`src/rtl/matmul_sequencer.sv`:
```
// ---------------------------------------------------------------------------
// matmul_sequencer
//   Control FSM for a square-matrix multiplier datapath. On start it computes
//   C = A x B for N x N matrices, one C element at a time: it walks k over the
//   operand memories, steers an external MAC (clear/enable/last), waits for
//   the dot product, writes it to C memory and accumulates a 32-bit running
//   sum of all C elements. It also counts the cycles the run consumes.
//
// Ports
//   CLK, RSTN        clock (rising edge) / asynchronous active-low reset
//   start            single-cycle request; honoured only in IDLE or DONE
//   rd_en            operand read strobe for A and B memories
//   a_addr, b_addr   operand addresses i*N+k and k*N+j (held outside FETCH)
//   mac_clr/en/last  MAC controls, rd_en-aligned qualifiers delayed READ_LAT
//   acc_in           dot product from the MAC
//   c_wr_en          C memory write strobe
//   c_addr, c_data   C address i*N+j and data (held outside WRITE)
//   result           sum of all C elements of this run, modulo 2^32
//   clkcount         busy cycles of this run, saturating at 1023
//   busy             high in FETCH, WAIT and WRITE
//   done_L           active-low completion flag (low in DONE)
//   dbg_state        current FSM state encoding
//
// Handshake: there is no back-pressure anywhere. start is a one-cycle pulse
// sampled only in IDLE/DONE (ignored while busy). rd_en, mac_* and c_wr_en
// are one-cycle qualifiers: the matching address/data is valid in exactly the
// cycle the strobe is high, and the consumer must accept it in that cycle.
// ---------------------------------------------------------------------------
module matmul_sequencer #(
  parameter int N        = 4,
  parameter int AW       = 10,
  parameter int DW       = 32,
  parameter int READ_LAT = 1,
  parameter int MAC_LAT  = 1
) (
  input  logic          CLK,
  input  logic          RSTN,
  input  logic          start,
  output logic          rd_en,
  output logic [AW-1:0] a_addr,
  output logic [AW-1:0] b_addr,
  output logic          mac_clr,
  output logic          mac_en,
  output logic          mac_last,
  input  logic [DW-1:0] acc_in,
  output logic          c_wr_en,
  output logic [AW-1:0] c_addr,
  output logic [DW-1:0] c_data,
  output logic [31:0]   result,
  output logic [9:0]    clkcount,
  output logic          busy,
  output logic          done_L,
  output logic [2:0]    dbg_state
);

  localparam int CW       = $clog2(N);
  localparam int WAIT_LEN = READ_LAT + MAC_LAT;
  localparam int WW       = $clog2(WAIT_LEN);

  typedef enum logic [2:0] {
    S_IDLE  = 3'd0,
    S_FETCH = 3'd1,
    S_WAIT  = 3'd2,
    S_WRITE = 3'd3,
    S_DONE  = 3'd4
  } state_t;

  state_t state_q, state_d;

  logic [CW-1:0]       i_q, i_d, j_q, j_d, k_q, k_d;
  logic [WW-1:0]       wait_q, wait_d;
  logic [AW-1:0]       a_addr_q, a_addr_d, b_addr_q, b_addr_d;
  logic [AW-1:0]       c_addr_q, c_addr_d;
  logic [DW-1:0]       c_data_q, c_data_d;
  logic [31:0]         result_q, result_d;
  logic [9:0]          clkcount_q, clkcount_d;
  logic [READ_LAT-1:0] en_dl_q, en_dl_d, clr_dl_q, clr_dl_d, last_dl_q, last_dl_d;

  logic k_first, k_final, j_final, i_final;

  assign k_first = (k_q == '0);
  assign k_final = (k_q == CW'(N - 1));
  assign j_final = (j_q == CW'(N - 1));
  assign i_final = (i_q == CW'(N - 1));

  // Output decode. Addresses and C data are live in their own state and fall
  // back to the last registered value elsewhere, so they hold between uses.
  always_comb begin
    rd_en     = (state_q == S_FETCH);
    c_wr_en   = (state_q == S_WRITE);
    busy      = (state_q == S_FETCH) || (state_q == S_WAIT) || (state_q == S_WRITE);
    done_L    = (state_q != S_DONE);
    a_addr    = rd_en ? (AW'(i_q) * AW'(N) + AW'(k_q)) : a_addr_q;
    b_addr    = rd_en ? (AW'(k_q) * AW'(N) + AW'(j_q)) : b_addr_q;
    c_addr    = c_wr_en ? (AW'(i_q) * AW'(N) + AW'(j_q)) : c_addr_q;
    c_data    = c_wr_en ? acc_in : c_data_q;
    mac_en    = en_dl_q[READ_LAT-1];
    mac_clr   = clr_dl_q[READ_LAT-1];
    mac_last  = last_dl_q[READ_LAT-1];
    result    = result_q;
    clkcount  = clkcount_q;
    dbg_state = state_q;
  end

  // Delay line: the MAC controls track the read strobe so that each enable
  // lines up with the operand data returned READ_LAT cycles later.
  always_comb begin
    en_dl_d      = en_dl_q;
    clr_dl_d     = clr_dl_q;
    last_dl_d    = last_dl_q;
    en_dl_d[0]   = rd_en;
    clr_dl_d[0]  = rd_en && k_first;
    last_dl_d[0] = rd_en && k_final;
    for (int n = 1; n < READ_LAT; n++) begin
      en_dl_d[n]   = en_dl_q[n-1];
      clr_dl_d[n]  = clr_dl_q[n-1];
      last_dl_d[n] = last_dl_q[n-1];
    end
  end

  // Next-state and datapath register updates.
  always_comb begin
    state_d    = state_q;
    i_d        = i_q;
    j_d        = j_q;
    k_d        = k_q;
    wait_d     = wait_q;
    a_addr_d   = a_addr;
    b_addr_d   = b_addr;
    c_addr_d   = c_addr;
    c_data_d   = c_data;
    result_d   = result_q;
    clkcount_d = clkcount_q;

    if (busy && (clkcount_q != 10'd1023)) begin
      clkcount_d = clkcount_q + 10'd1;
    end

    case (state_q)
      S_IDLE, S_DONE: begin
        if (start) begin
          state_d    = S_FETCH;
          i_d        = '0;
          j_d        = '0;
          k_d        = '0;
          wait_d     = '0;
          result_d   = '0;
          clkcount_d = '0;
        end
      end
      S_FETCH: begin
        if (k_final) begin
          k_d     = '0;
          wait_d  = '0;
          state_d = S_WAIT;
        end else begin
          k_d = k_q + 1'b1;
        end
      end
      S_WAIT: begin
        // Covers the operand read latency plus the MAC latency after the
        // last enable, so acc_in is settled when WRITE samples it.
        if (wait_q == WW'(WAIT_LEN - 1)) begin
          state_d = S_WRITE;
        end else begin
          wait_d = wait_q + 1'b1;
        end
      end
      S_WRITE: begin
        result_d = result_q + 32'(acc_in);
        if (j_final) begin
          j_d = '0;
          i_d = i_q + 1'b1;
        end else begin
          j_d = j_q + 1'b1;
        end
        k_d = '0;
        if (i_final && j_final) begin
          state_d = S_DONE;
        end else begin
          state_d = S_FETCH;
        end
      end
      default: state_d = S_IDLE;
    endcase
  end

  always_ff @(posedge CLK or negedge RSTN) begin
    if (!RSTN) begin
      state_q    <= S_IDLE;
      i_q        <= '0;
      j_q        <= '0;
      k_q        <= '0;
      wait_q     <= '0;
      a_addr_q   <= '0;
      b_addr_q   <= '0;
      c_addr_q   <= '0;
      c_data_q   <= '0;
      result_q   <= '0;
      clkcount_q <= '0;
      en_dl_q    <= '0;
      clr_dl_q   <= '0;
      last_dl_q  <= '0;
    end else begin
      state_q    <= state_d;
      i_q        <= i_d;
      j_q        <= j_d;
      k_q        <= k_d;
      wait_q     <= wait_d;
      a_addr_q   <= a_addr_d;
      b_addr_q   <= b_addr_d;
      c_addr_q   <= c_addr_d;
      c_data_q   <= c_data_d;
      result_q   <= result_d;
      clkcount_q <= clkcount_d;
      en_dl_q    <= en_dl_d;
      clr_dl_q   <= clr_dl_d;
      last_dl_q  <= last_dl_d;
    end
  end

endmodule

```
`config.mk`:
```
export PLATFORM = sky130hd
export DESIGN_NAME = matmul_sequencer
export DESIGN_NICKNAME = d
export VERILOG_FILES = /design/src/rtl/matmul_sequencer.sv
export SDC_FILE = /design/constraint.sdc
export NUM_CORES = 1
export LEC_CHECK = 0
export CORE_ASPECT_RATIO = 1.1
export CORE_UTILIZATION = 40
export CTS_BUF_LIST = sky130_fd_sc_hd__clkbuf_2 sky130_fd_sc_hd__clkbuf_4 sky130_fd_sc_hd__clkbuf_8
export CTS_CLUSTER_DIAMETER = 80
export CTS_CLUSTER_SIZE = 16
export DETAILED_ROUTE_END_ITERATION = 6
export PLACE_DENSITY_LB_ADDON = 0.15
export REMOVE_ABC_BUFFERS = 1
export SYNTH_ARGS = -nofsm -noshare
export SYNTH_HDL_FRONTEND = slang
export SYNTH_SLANG_ARGS = --single-unit
```
`constraint.sdc`:
```
create_clock -name CLK -period 3.6 [get_ports CLK]
set_clock_uncertainty 0.1 [all_clocks]
set_input_delay 0.72 -clock CLK [delete_from_list [all_inputs] [get_ports CLK]]
set_output_delay 0.72 -clock CLK [all_outputs]
set_load 0.1 [all_outputs]
```
Yosys cells after proc, flatten, opt, wreduce, memory -nomap -nowiden
Cells that the tools add are included.
{"block": "word_totals", "elab_cells": 78, "output_inout_bits": 114, "inputBits": 35, "regBits": 117}
{"block": "classes", "n_reduce_logical": 17, "addsub": 9, "mux": 25, "n_eq_ne": 13}
{"op": "2-to-1 mux 32 bit", "n": 2}
{"op": "one-hot mux 32 bit (2 select lines)", "n": 1}
{"op": "2-to-1 mux 10 bit", "n": 6}
{"op": "adder 32 bit", "n": 1}
{"op": "adder 4 x 2 -> 5 bit", "n": 3}
{"op": "2-to-1 mux 3 bit", "n": 4}
{"op": "one-hot mux 3 bit (4 select lines)", "n": 1}
{"op": "adder 10 x 1 -> 10 bit, second input constant", "n": 1}
{"op": "!= test 10 bit, second input constant", "n": 1}
{"op": "AND reduction 3 bit", "n": 3}
{"op": "2-to-1 mux 2 bit", "n": 4}
{"op": "one-hot mux 2 bit (2 select lines)", "n": 2}
{"op": "adder 2 x 1 -> 2 bit, second input constant", "n": 3}
{"op": "== test 2 bit, second input constant", "n": 3}
{"op": "== test 3 x 2 -> 1 bit, second input constant", "n": 2}
{"op": "one-hot mux 2 bit (3 select lines)", "n": 1}
{"op": "nonzero test 3 bit", "n": 2}
{"op": "logical AND 1 bit", "n": 4}
{"op": "!= test 2 x 1 -> 1 bit, second input constant", "n": 2}
{"op": "!= test 2 bit, second input constant", "n": 2}
{"op": "AND reduction 2 bit", "n": 2}
{"op": "== test 3 x 1 -> 1 bit, second input constant", "n": 1}
{"op": "== test 3 bit, second input constant", "n": 1}
{"op": "zero test 3 bit", "n": 1}
{"op": "other kinds (8)", "n": 11}

Depth between registers and ports, before layout
Gate-level depths: netlist of run 1.
{"block": "depth", "depth_word": 7, "ltp_mapped": 12, "depth_no_buf": 12}

Worst setup path after synthesis of run 1
Ideal clock, no wire load.
{"block": "synth_timing", "path_type": "reg-to-output", "startpoint": "reg state_q[1] (netlist: dbg_state[1])", "endpoint": "out c_data[1]", "arrival_ns": 4.203, "path_stages_with_launch": 8, "n_path_buf": 4, "setup_slack_ns": -1.423, "required_time_ns": 2.780, "cell_sequence": "dfrtp_1 -> buf_2 -> nand2_1 -> or2_1 -> clkbuf_1 -> clkbuf_1 -> buf_1 -> o21ai_0"}
{"block": "synth_via", "elab_chain_len": 2}
{"element": "start, declared", "line_no": "68", "rtl": "state_t state_q, state_d;"}
{"element": "start signal, assigned", "line_no": "205", "rtl": "state_q <= state_d;"}
{"element": "== test 3 x 2 -> 1 bit", "line_no": "90", "rtl": "c_wr_en = (state_q == S_WRITE);"}
{"element": "2-to-1 mux 32 bit", "line_no": "96", "rtl": "c_data = c_wr_en ? acc_in : c_data_q;"}
{"element": "end, declared", "line_no": "48", "rtl": "output logic [DW-1:0] c_data,"}
No other way between the ends.

Worst setup path after layout of run 1
{"block": "layout_timing", "startpoint": "in acc_in[0]", "endpoint": "reg result_q[30] (netlist: result[30])"}
{"block": "layout_via", "elab_chain_len": 2}
{"element": "start, declared", "line_no": "45", "rtl": "input logic [DW-1:0] acc_in,"}
{"element": "adder 32 bit", "line_no": "170", "rtl": "result_d = result_q + 32'(acc_in);"}
{"element": "one-hot mux 32 bit (2 select lines)", "line_no": "139", "rtl": "case (state_q)"}
{"element": "end signal, assigned", "line_no": "214", "rtl": "result_q <= result_d;"}
{"element": "end, declared", "line_no": "75", "rtl": "logic [31:0] result_q, result_d;"}
No other way between the ends.
A chain may end at the register's enable or synchronous reset.

==> results of run 1 <==
[kinds of logic (layout without fill, tap and decap cells)]
logic type	after synthesis	in the layout	share of synthesized area, %
AO/OA/AOI/OAI	141	141	15.23
XOR/XNOR	32	32	4.610
multiplexers	6	6	1.008
adder cells (fa/ha/maj)	37	37	7.738
flip-flops	117	117	48.16
buffers and inverters	38	206	2.408
AND/OR/NAND/NOR	290	290	20.85
[per-stage QoR]
step / setup TNS (ns) / hold slack [ns] / utilization, % / worst slack, ns / area (µm²)
2_1_floorplan: -237.41 / 0.3244 / - / -2.428 / 5982
3_3_place_gp: 0 / 0.3585 / 54.92 / 0.06221 / 8029
3_5_place_dp: 0 / 0.3665 / 54.92 / 0.01420 / 8029
4_1_cts: 0 / 0.2862 / 57.42 / 0.4070 / 8394
5_1_grt: 0 / 0.3105 / 57.42 / 0.2342 / 8394
6_report: 0 / 0.2703 / 57.42 / 0.4561 / 8394
[worst paths after layout]
check                            start          end  cells after the start
min reg2reg                b_addr_q[0]  b_addr_q[0]                      2
min in group CLK           b_addr_q[0]  b_addr_q[0]                      2
min                               RSTN  b_addr_q[6]                      1
max                          acc_in[0]   result[30]                     13
max in group asynchronous         RSTN    result[1]                      2
max reg2reg                  result[1]   result[25]                     10
[cell usage after synthesis, types with 2 or more instances]
master / number / share of area (%)
sky130_fd_sc_hd__o21a_1: 4 / 0.49
sky130_fd_sc_hd__a21o_1: 14 / 1.7
sky130_fd_sc_hd__xnor2_1: 15 / 2.2
sky130_fd_sc_hd__or2b_1: 2 / 0.25
sky130_fd_sc_hd__nand3_1: 13 / 1.1
sky130_fd_sc_hd__mux2i_1: 5 / 0.82
sky130_fd_sc_hd__and2_1: 19 / 2.0
sky130_fd_sc_hd__nand2_1: 184 / 11
sky130_fd_sc_hd__o211ai_1: 3 / 0.37
sky130_fd_sc_hd__o21ai_0: 43 / 3.5
sky130_fd_sc_hd__nor3_1: 5 / 0.41
sky130_fd_sc_hd__buf_2: 3 / 0.25
sky130_fd_sc_hd__nor2_1: 31 / 1.9
sky130_fd_sc_hd__nand4_1: 7 / 0.72
sky130_fd_sc_hd__o21bai_1: 3 / 0.37
sky130_fd_sc_hd__nor3b_1: 2 / 0.25
sky130_fd_sc_hd__xor2_1: 17 / 2.4
sky130_fd_sc_hd__nor2b_1: 9 / 0.93
sky130_fd_sc_hd__o31ai_1: 2 / 0.25
sky130_fd_sc_hd__clkbuf_1: 19 / 1.2
sky130_fd_sc_hd__dfrtp_1: 117 / 48
sky130_fd_sc_hd__a21oi_1: 30 / 2.5
sky130_fd_sc_hd__a211oi_1: 4 / 0.49
sky130_fd_sc_hd__o22ai_1: 2 / 0.21
sky130_fd_sc_hd__o31a_1: 2 / 0.29
sky130_fd_sc_hd__a2111oi_0: 2 / 0.29
sky130_fd_sc_hd__a31oi_1: 3 / 0.31
sky130_fd_sc_hd__or3_1: 6 / 0.62
sky130_fd_sc_hd__a22o_1: 5 / 0.72
sky130_fd_sc_hd__nand2b_1: 5 / 0.51
sky130_fd_sc_hd__ha_1: 36 / 7.4
sky130_fd_sc_hd__inv_1: 12 / 0.74
sky130_fd_sc_hd__buf_1: 3 / 0.19
sky130_fd_sc_hd__or2_1: 2 / 0.21
sky130_fd_sc_hd__o21ai_1: 9 / 0.74
sky130_fd_sc_hd__and3_1: 2 / 0.21
[cell usage in the layout (no fill, tap or decap), drive strengths merged, types with 7 or more instances in the layout]
cell type / Yosys / final
nand2: 184 / 184
dfrtp: 117 / 117
buf: 6 / 108
clkdlybuf4s50: 0 / 53
o21ai: 53 / 53
ha: 36 / 36
a21oi: 32 / 32
nor2: 31 / 31
clkbuf: 19 / 22
and2: 19 / 19
xor2: 17 / 17
xnor2: 15 / 15
a21o: 14 / 14
nand3: 13 / 13
inv: 12 / 12
nor2b: 9 / 9
clkinv: 1 / 9
nand4: 7 / 7
[flip-flops by register name, indices dropped and copies added (netlist names)]
name       cells
a_addr_q      10
b_addr_q      10
c_addr_q      10
c_data_q      32
clkcount      10
dbg_state      3
i_q            2
j_q            2
k_q            2
mac_clr        1
mac_en         1
mac_last       1
result        32
wait_q         1
[critical path, cell delays in order]
cell and delay [ns]:
sky130_fd_sc_hd__clkdlybuf4s50_1 0.49, sky130_fd_sc_hd__ha_1 0.20, sky130_fd_sc_hd__inv_1 0.07, sky130_fd_sc_hd__fa_1 0.40, sky130_fd_sc_hd__nor2b_1 0.12, sky130_fd_sc_hd__o21a_1 0.16, sky130_fd_sc_hd__o21ai_2 0.08, sky130_fd_sc_hd__a21oi_4 0.14
sky130_fd_sc_hd__a211o_2 0.19, sky130_fd_sc_hd__o31ai_4 0.07, sky130_fd_sc_hd__o31a_1 0.29, sky130_fd_sc_hd__a2111o_1 0.42, sky130_fd_sc_hd__nand3_1 0.07
[per-layer routing]
layer	track usage, %	share of wire, %	vias to the layer above
li1	-	-	2569
met1	24.95	45	2458
met2	33.08	49	120
met3	5.208	4.9	16
met4	7.917	1.5	0
met5	0	0	-
[cell type report]
cell class              count  area (µm²)  area share (%)
well taps                 192       240.2           2.862
repair buffers            161        1804           21.49
inverters                  13       48.80          0.5813
multi-input cells         506        3008           35.83
flip-flops and latches    117        2928           34.88
clock inverters            10       81.33          0.9688
clock buffers              22       284.0           3.384
==> run summary, run 1 <==
The largest fanout on the critical path is 3. The final count of hold timing violations is 0. The worst setup path is launched from an input port. The number of buffers inserted by hold repair at cts is 0. The flow ran to the end, and the final reports show no timing, DRC or antenna violations. The routability-driven placement congestion ratio came out at 0.8548. The net count reported at finish is 888. The horizontal die dimension is 119.5 µm. The clock sink count came out at 117.

The maximum buffer depth of the clock tree is 2. Once placement completed, the tool counted placed cells totaling 989. The worst endpoint data arrival time is 3.41 ns. Entering global routing, the biggest net connects 65 pins.

The max-cap check violation count came out at 0. The worst setup path is of the input port to flop kind. The register area share after synthesis is 48.16%. The transition time at the pin with the least slew margin came out at 0.9906 ns.

The final critical-path share of the clock period came out at about 87%. The leading register cell type out of synthesis is sky130_fd_sc_hd__dfrtp_1. The share of cells above drive strength 1 came out at a little under a fifth. The TritonCTS buffer count is 17. The final critical delay including setup and external delays is roughly 3.1 ns. The repair_antennas step left the layout with diodes totalling 0. The fill cell total of the finished layout is 1294. The worst setup path is captured at a flop. The relative max-transition margin came out at 33.75%.

The row count came out at 46. Each instance of the synthesized netlist takes up on average between 9 and 10 µm². The starting utilization of the core area is between 40% and 50%. Synthesis produced approximately 660 cells. The later pin in the worst-skew pair is clocked with a latency of 0.44 ns.

The number of resized instances in the post-cts repair step came out at 0. Derived from the worst setup path, the maximum achievable clock frequency is 318.1 MHz. The number of DRC markers in iteration 0 came out at between 200 and 300.

The detailed-routing iteration count for the pre-antenna-repair pass is 4. The die area came out at 15700 µm². Setup repair after global routing left no endpoint under its margin. The combined area of all synthesized cells came out at 6080 µm². The count of different cell masters after synthesis came out at 57. The initial antenna violation count is 0. The via count is around 5200.

The total setup violations reported at the end of the flow is 0. The signed area change from the synthesized netlist to the final layout is 38.07%. The die is between 100 and 150 µm tall. The wire-length estimate of the detail-placed layout is 10900 µm. The final layout contains routed wiring with a total length of 15160 µm. In the routed layout, each cell is associated on average with a via count of 5.057. The first-pass GRT wire length came out at ~25000 µm.

The reg2reg setup slack came out at 0.80 ns. For this run, the number of standard cells in the final layout without fillers is slightly above 1000. In this run, synthesis produced a sequential element count of ~120. The number of remaining DRC errors is 0. The number of setup buffers added after CTS is 0. The number of primary I/O pins is 149. The clock tree from TritonCTS is yes. The root buffer cell chosen for the clock tree is sky130_fd_sc_hd__clkbuf_8. The core region is 14620 µm². The H-tree depth is 4. The share of async-settable or async-resettable flops after synthesis came out at 100.0%. Port buffering added ~150 buffers. The wire length per cell after detailed routing came out at about 15 µm. The count of pins over their slew limit came out at 0. The type of the most critical hold path is input port to asynchronous set/reset pin.

The number of enable flip-flop cells after synthesis is 0. The global-route usage over all layers came out at 20.07%. The total grt overflow came out at 0. The clock transition at the registers of the reported paths came out at 0.07 ns. The count of warnings emitted by yosys is 0. The required time of the critical path is around 3.9 ns.

The count of nets left with antenna violations once routing finished came out at 0. The number of global-route vias before repair came out at 5154.
Power of run 1 is left out: the tool's default activity adds up to more than one toggle a clock period on the data nets, which glitch-free logic cannot reach.
==> run 2: changes to the inputs <==
CTS_BUF_LIST = sky130_fd_sc_hd__clkbuf_4   (was sky130_fd_sc_hd__clkbuf_2 sky130_fd_sc_hd__clkbuf_4 sky130_fd_sc_hd__clkbuf_8)
==> run 2 against run 1 <==
  * Core utilization down 0.85 points
  * First-iteration DRC count up 11%
  * Hold slack worse by 0.12 ns
  * Critical endpoint is now c_data[31]
  * Routed wire length shrank 0.93%
  * Non-clock buffer count is the same
  * Worst setup slack lost 0.11 ns
  * Count of clock-buffer cells in the layout is 2 lower
  * Sequential share of layout area up 0.52 points
  * Flip-flop and latch count unchanged
==> run summary, run 2 (synthesized netlist as in run 1, its figures left out) <==
The number of remaining DRC errors is 0 (unchanged). The final critical delay including setup and external delays came out at 3.252 ns (was 3.144 ns). The number of global-route vias before repair came out at 5129 (was 5154). The transition time at the pin with the least slew margin came to 0.9912 ns (was 0.9906 ns). The die area came out at 15700 µm² (unchanged). The signed area change from the synthesized netlist to the final layout was 36.04% (was 38.07%).

The number of DRC markers in iteration 0 came to 306 (was 275). The upper clock frequency limit came out at 307.5 MHz (was 318.1 MHz). The delay contributed by the slowest stage of the critical path is 0.38 ns (was 0.49 ns). Outcome: finished, final reports clean (unchanged). The fill cell total of the finished layout came out at 1311 (was 1294). The number of primary I/O pins came to 149 (unchanged). The startpoint type of the worst setup path is a flop (was input port).

The clock sink count came out at 117 (unchanged). The max-cap check violation count came out at 0 (unchanged). The H-tree depth came to 4 (unchanged). The total setup violations reported at the end of the flow is 0 (unchanged). The clock tree from TritonCTS is yes (unchanged). The most frequent standard cell in the layout excluding fill and tap cells is sky130_fd_sc_hd__nand2_1 (unchanged). The global-route usage over all layers came out at 19.95% (was 20.07%). The type of the worst setup path is flop to output port (was input port to flop). The via count is 5189 (was 5163). The first-pass GRT wire length was 24870 µm (was 25070 µm).

The critical-path cell with the highest stage delay is sky130_fd_sc_hd__or2_2 (was sky130_fd_sc_hd__clkdlybuf4s50_1). The total detailed-routing wirelength was 15020 µm (was 15160 µm). The maximum buffer depth of the clock tree is 2 (unchanged). The wire length per cell after detailed routing is 14.70 µm (was 14.85 µm). The initial antenna violation count is 1 (was 0). The pin count of the biggest net entering global routing came out at 65 (unchanged). The number of buffers inserted by hold repair at cts came out at 0 (unchanged). The horizontal die dimension came out at 119.5 µm (unchanged).

The count of pins over their slew limit is 0 (unchanged). The detailed-placement wirelength estimate was 10900 µm (unchanged). The number of resized instances in the post-cts repair step is 0 (unchanged). The total grt overflow came out at 0 (unchanged). The final cell utilization of the core is 56.57% (was 57.42%). The relative max-transition margin came out at 33.71% (was 33.75%). The count of buffers inserted at the top-level ports is 148 (unchanged). The post-CTS repair timing setup buffer count came out at 0 (unchanged).

The detailed-routing iteration count for the pre-antenna-repair pass was 4 (unchanged). The number of routed nets with antenna violations came out at 0 (unchanged). The worst endpoint data arrival time is 2.43 ns (was 3.41 ns). The required time of the critical path came to 2.78 ns (was 3.87 ns). Counting stages on the worst path, the most repeated cell is sky130_fd_sc_hd__buf_4. The clock network latency to the later pin of the worst-skew pair came out at 0.54 ns (was 0.44 ns). The number of vias per cell after detailed routing is 5.077 (was 5.057). The final count of hold timing violations was 0 (unchanged). The type of element capturing the critical path was an output port (was flop). The routability-driven placement congestion ratio came out at 0.8548 (unchanged).

The net count reported at finish came out at 888 (unchanged). The share of cells above drive strength 1 came out at 18.09% (was 18.34%). The clock transition at the registers of the reported paths came out at 0.10 ns (was 0.07 ns). The cell chosen for the clock root is sky130_fd_sc_hd__clkbuf_4 (was sky130_fd_sc_hd__clkbuf_8).

The type of the most critical hold path was input port to asynchronous set/reset pin (unchanged). The row count came out at 46 (unchanged). The TritonCTS buffer count came out at 17 (unchanged). The starting utilization of the core area came out at 41.59% (unchanged).

The largest fanout on the critical path came to 22 (was 3). The final critical-path share of the clock period is 90.32% (was 87.33%). Setup repair after global routing missed its margin: no (unchanged).

Highest-count cells in the layout ignoring fill and taps: sky130_fd_sc_hd__nand2_1, sky130_fd_sc_hd__dfrtp_1, sky130_fd_sc_hd__buf_4, sky130_fd_sc_hd__clkdlybuf4s50_1, sky130_fd_sc_hd__o21ai_0 (unchanged). The vertical extent of the die was 131.3 µm (unchanged). The area of the placeable core was 14620 µm² (unchanged).

Ordered cell list for the critical path: buf_4 > nand2_1 > or2_2 > clkinv_1 > buf_4 > and2_1 > a21o_1 > buf_12 (was clkdlybuf4s50_1 > ha_1 > inv_1 > fa_1 > nor2b_1 > o21a_1 > o21ai_2 > a21oi_4 > a211o_2 > o31ai_4 > o31a_1 > a2111o_1 > nand3_1).
-- run 2: cell count changes in the layout (fill, tap and decap cells not counted) --
cell,previous run,this run
sky130_fd_sc_hd__clkbuf_8,19,0
sky130_fd_sc_hd__clkinv_1,1,3
sky130_fd_sc_hd__clkbuf_4,3,20
sky130_fd_sc_hd__diode_2,0,1
-- run 2: worst max-delay path: cells and delay by family (launching register included) --
family	cells	cell delay, ns
AOI/OAI and AO/OA	1	0.15
DFF	1	0.34
and+or+nand+nor	3	0.65
buffers and inverters	4	0.74
-- run 2: cell type report --
class                   count  area, µm²  area share [%]
multi-input cells         506       3008           36.37
clock inverters            12      88.84           1.074
diodes                      1      2.502         0.03026
repair buffers            161       1804           21.82
well taps                 192      240.2           2.905
inverters                  13      48.80          0.5900
clock buffers              20      150.1           1.815
flip-flops and latches    117       2928           35.40
-- run 2: per-stage QoR --
step	instance area, µm²	setup TNS, ns	hold WS, ns	std cells	worst slack (ns)
after floorplan	5982	-237.41	0.3244	636	-2.428
after global placement	8029	0	0.3585	989	0.06221
after detailed placement	8029	0	0.3665	989	0.01420
after CTS	8268	0	0.1559	1021	0.2632
after global routing	8270	0	0.1757	1022	0.1487
final	8270	0	0.1548	1022	0.3483
-- run 2: metal layers --
metal | part of all wire [%] | wire length, µm | vias to the layer above | global-route usage, %
met2 | 48 | 7196 | 139 | 32.43
met1 | 44 | 6626 | 2452 | 24.82
met3 | 5.7 | 860 | 24 | 5.556
met4 | 2.3 | 338 | 0 | 8.194
met5 | 0 | 0 | - | 0
li1 | - | - | 2574 | -
-- run 2: worst paths after layout --
path / depth (start not counted) / endpoint / slack [ns] / startpoint
min in group CLK: 2 / b_addr_q[0] / 0.39 / b_addr_q[0]
max in group asynchronous: 2 / result[1] / 2.45 / RSTN
worst min register to register: 2 / b_addr_q[0] / 0.39 / b_addr_q[0]
worst max-delay path: 8 / c_data[31] / 0.35 / dbg_state[0]
worst max register to register: 10 / result[25] / 0.78 / result[1]
worst min-delay path: 1 / b_addr_q[6] / 0.15 / RSTN
Power of run 2 is left out for the same reason.
==> run 3: changes to the inputs <==
MAX_ROUTING_LAYER = met4   (was default)
==> run 3 against run 2 <==
  * Worst setup slack improved by 0.00054 ns
  * Core utilization unchanged
  * Die area unchanged
  * Via count about the same
  * Hold slack got worse by 0.0018 ns
  * Cell area unchanged
  * Global-route usage increased by 0.59 points
  * Routed wire length increased by 0.27%
  * Non-clock buffer count unchanged
  * Critical path type unchanged
==> run summary, run 3 (synthesized netlist as in run 1, its figures left out) <==
The detailed-placement wirelength estimate was 10900 µm (unchanged). The detailed-routing iteration count for the pre-antenna-repair pass came out at 4 (unchanged). The max-cap check violation count came out at 0 (unchanged). The maximum buffer depth of the clock tree is 2 (unchanged).

The row count is 46 (unchanged). The clock tree from TritonCTS is yes (unchanged). The final critical delay including setup and external delays came out at 3.251 ns (was 3.252 ns). The count of pins over their slew limit is 0 (unchanged). The clock network latency to the later pin of the worst-skew pair came out at 0.54 ns (about the same). The required time of the critical path came to 2.78 ns (about the same). The routability-driven placement congestion ratio came out at 0.8684 (was 0.8548). The pin count of the biggest net entering global routing is 65 (unchanged). The post-placement worst setup slack is 0.01420 ns (unchanged). The cell chosen for the clock root is sky130_fd_sc_hd__clkbuf_4 (unchanged). The net count reported at finish came out at 888 (unchanged). The number of global-route vias before repair is 5125 (was 5129).

Highest-count cells in the layout ignoring fill and taps: sky130_fd_sc_hd__nand2_1, sky130_fd_sc_hd__dfrtp_1, sky130_fd_sc_hd__buf_4, sky130_fd_sc_hd__clkdlybuf4s50_1, sky130_fd_sc_hd__o21ai_0 (unchanged). The area of all sequential standard cells was 2928 µm² (unchanged). The post-route worst setup slack is 0.3488 ns (was 0.3483 ns). The global-route usage over all layers came out at 20.55% (was 19.95%). The via count came out at 5185 (was 5189). The final critical-path share of the clock period is 90.31% (was 90.32%). The clock transition at the registers of the reported paths came out at 0.10 ns (about the same).

The count of buffers inserted at the top-level ports came out at 148 (unchanged). The total detailed-routing wirelength came to 15060 µm (was 15020 µm). The transition time at the pin with the least slew margin is 0.9936 ns (was 0.9912 ns). The number of vias per cell after detailed routing came out at 5.073 (was 5.077). The startpoint type of the worst setup path is a flop (unchanged).

The post-CTS repair timing setup buffer count is 0 (unchanged). The final count of hold timing violations came out at 0 (unchanged). The starting utilization of the core area is 41.59% (unchanged). The largest fanout on the critical path came to 22 (unchanged). The initial antenna violation count was 1 (unchanged). The wire length per cell after detailed routing was 14.74 µm (was 14.70 µm). The die area came to 15700 µm² (unchanged). The first-pass GRT wire length is 24880 µm (was 24870 µm).

The number of routed nets with antenna violations was 0 (unchanged). The total grt overflow came out at 0 (unchanged). The post-route cell area is 8270 µm² (unchanged).

The vertical extent of the die is 131.3 µm (unchanged). The final cell utilization of the core came out at 56.57% (unchanged). The type of the worst setup path was flop to output port (unchanged). The number of DRC markers in iteration 0 is 312 (was 306).

Setup repair after global routing missed its margin: no (unchanged). The most frequent standard cell in the layout excluding fill and tap cells is sky130_fd_sc_hd__nand2_1 (unchanged). The cell area after placement is 8029 µm² (unchanged). The type of element capturing the critical path is an output port (unchanged).

The post-route non-filler standard cell count came out at 1022 (unchanged). The upper clock frequency limit came out at 307.6 MHz (was 307.5 MHz). The worst endpoint data arrival time is 2.43 ns (about the same). The horizontal die dimension is 119.5 µm (unchanged). The type of the most critical hold path was input port to asynchronous set/reset pin (unchanged). The number of resized instances in the post-cts repair step is 0 (unchanged).

The clock sink count came out at 117 (unchanged). The H-tree depth is 4 (unchanged). The relative max-transition margin came to 33.55% (was 33.71%). The share of cells above drive strength 1 is 18.09% (unchanged). The number of remaining DRC errors is 0 (unchanged). The number of primary I/O pins came out at 149 (unchanged). The fill cell total of the finished layout is 1311 (unchanged). The area used by multi-input combinational logic came out at 3008 µm² (unchanged). The cell count after placement came out at 989 (unchanged). The signed area change from the synthesized netlist to the final layout came out at 36.04% (unchanged). The number of buffers inserted by hold repair at cts is 0 (unchanged). The area of the placeable core is 14620 µm² (unchanged). Outcome: finished, final reports clean (unchanged). The TritonCTS buffer count came out at 17 (unchanged). The total setup violations reported at the end of the flow is 0 (unchanged).
run 3: critical path, cell delays in order, from the launching register on:
cell and delay, ns:
sky130_fd_sc_hd__dfrtp_1 0.34, sky130_fd_sc_hd__buf_4 0.19, sky130_fd_sc_hd__nand2_1 0.07, sky130_fd_sc_hd__or2_2 0.38, sky130_fd_sc_hd__clkinv_1 0.09, sky130_fd_sc_hd__buf_4 0.28
sky130_fd_sc_hd__and2_1 0.20, sky130_fd_sc_hd__a21o_1 0.15, sky130_fd_sc_hd__buf_12 0.18
run 3: path summary, 6_finish.rpt:
path | start | endpoint | slack, ns | cells past startpoint
min | RSTN | b_addr_q[6] | 0.15 | 1
max in group asynchronous | RSTN | result[1] | 2.44 | 2
min in group CLK | b_addr_q[0] | b_addr_q[0] | 0.39 | 2
min reg2reg | b_addr_q[0] | b_addr_q[0] | 0.39 | 2
max reg2reg | result[1] | result[25] | 0.80 | 10
max | dbg_state[0] | c_data[31] | 0.35 | 8
run 3: through the flow:
stage               hold slack (ns)  setup TNS, ns
floorplan                    0.3244        -237.41
global placement             0.3585              0
detailed placement           0.3665              0
CTS                          0.1559              0
global route                 0.1770              0
finish                       0.1531              0
run 3: layer usage:
layer,up-vias,global-route usage (%),part of all wire (%)
li1,2573,-,-
met1,2439,25.38,45
met2,145,32.43,48
met3,28,4.731,5.0
met4,0,8.194,2.3
met5,-,-,0
run 3: area by class of cell:
type	count	area share, %
sequential	117	35.40
inverter	13	0.5900
clock buffer	20	1.815
timing repair buffer	161	21.82
tap	192	2.905
clock inverter	12	1.074
multi-input combinational	506	36.37
antenna	1	0.03026
Power of run 3 is left out for the same reason.
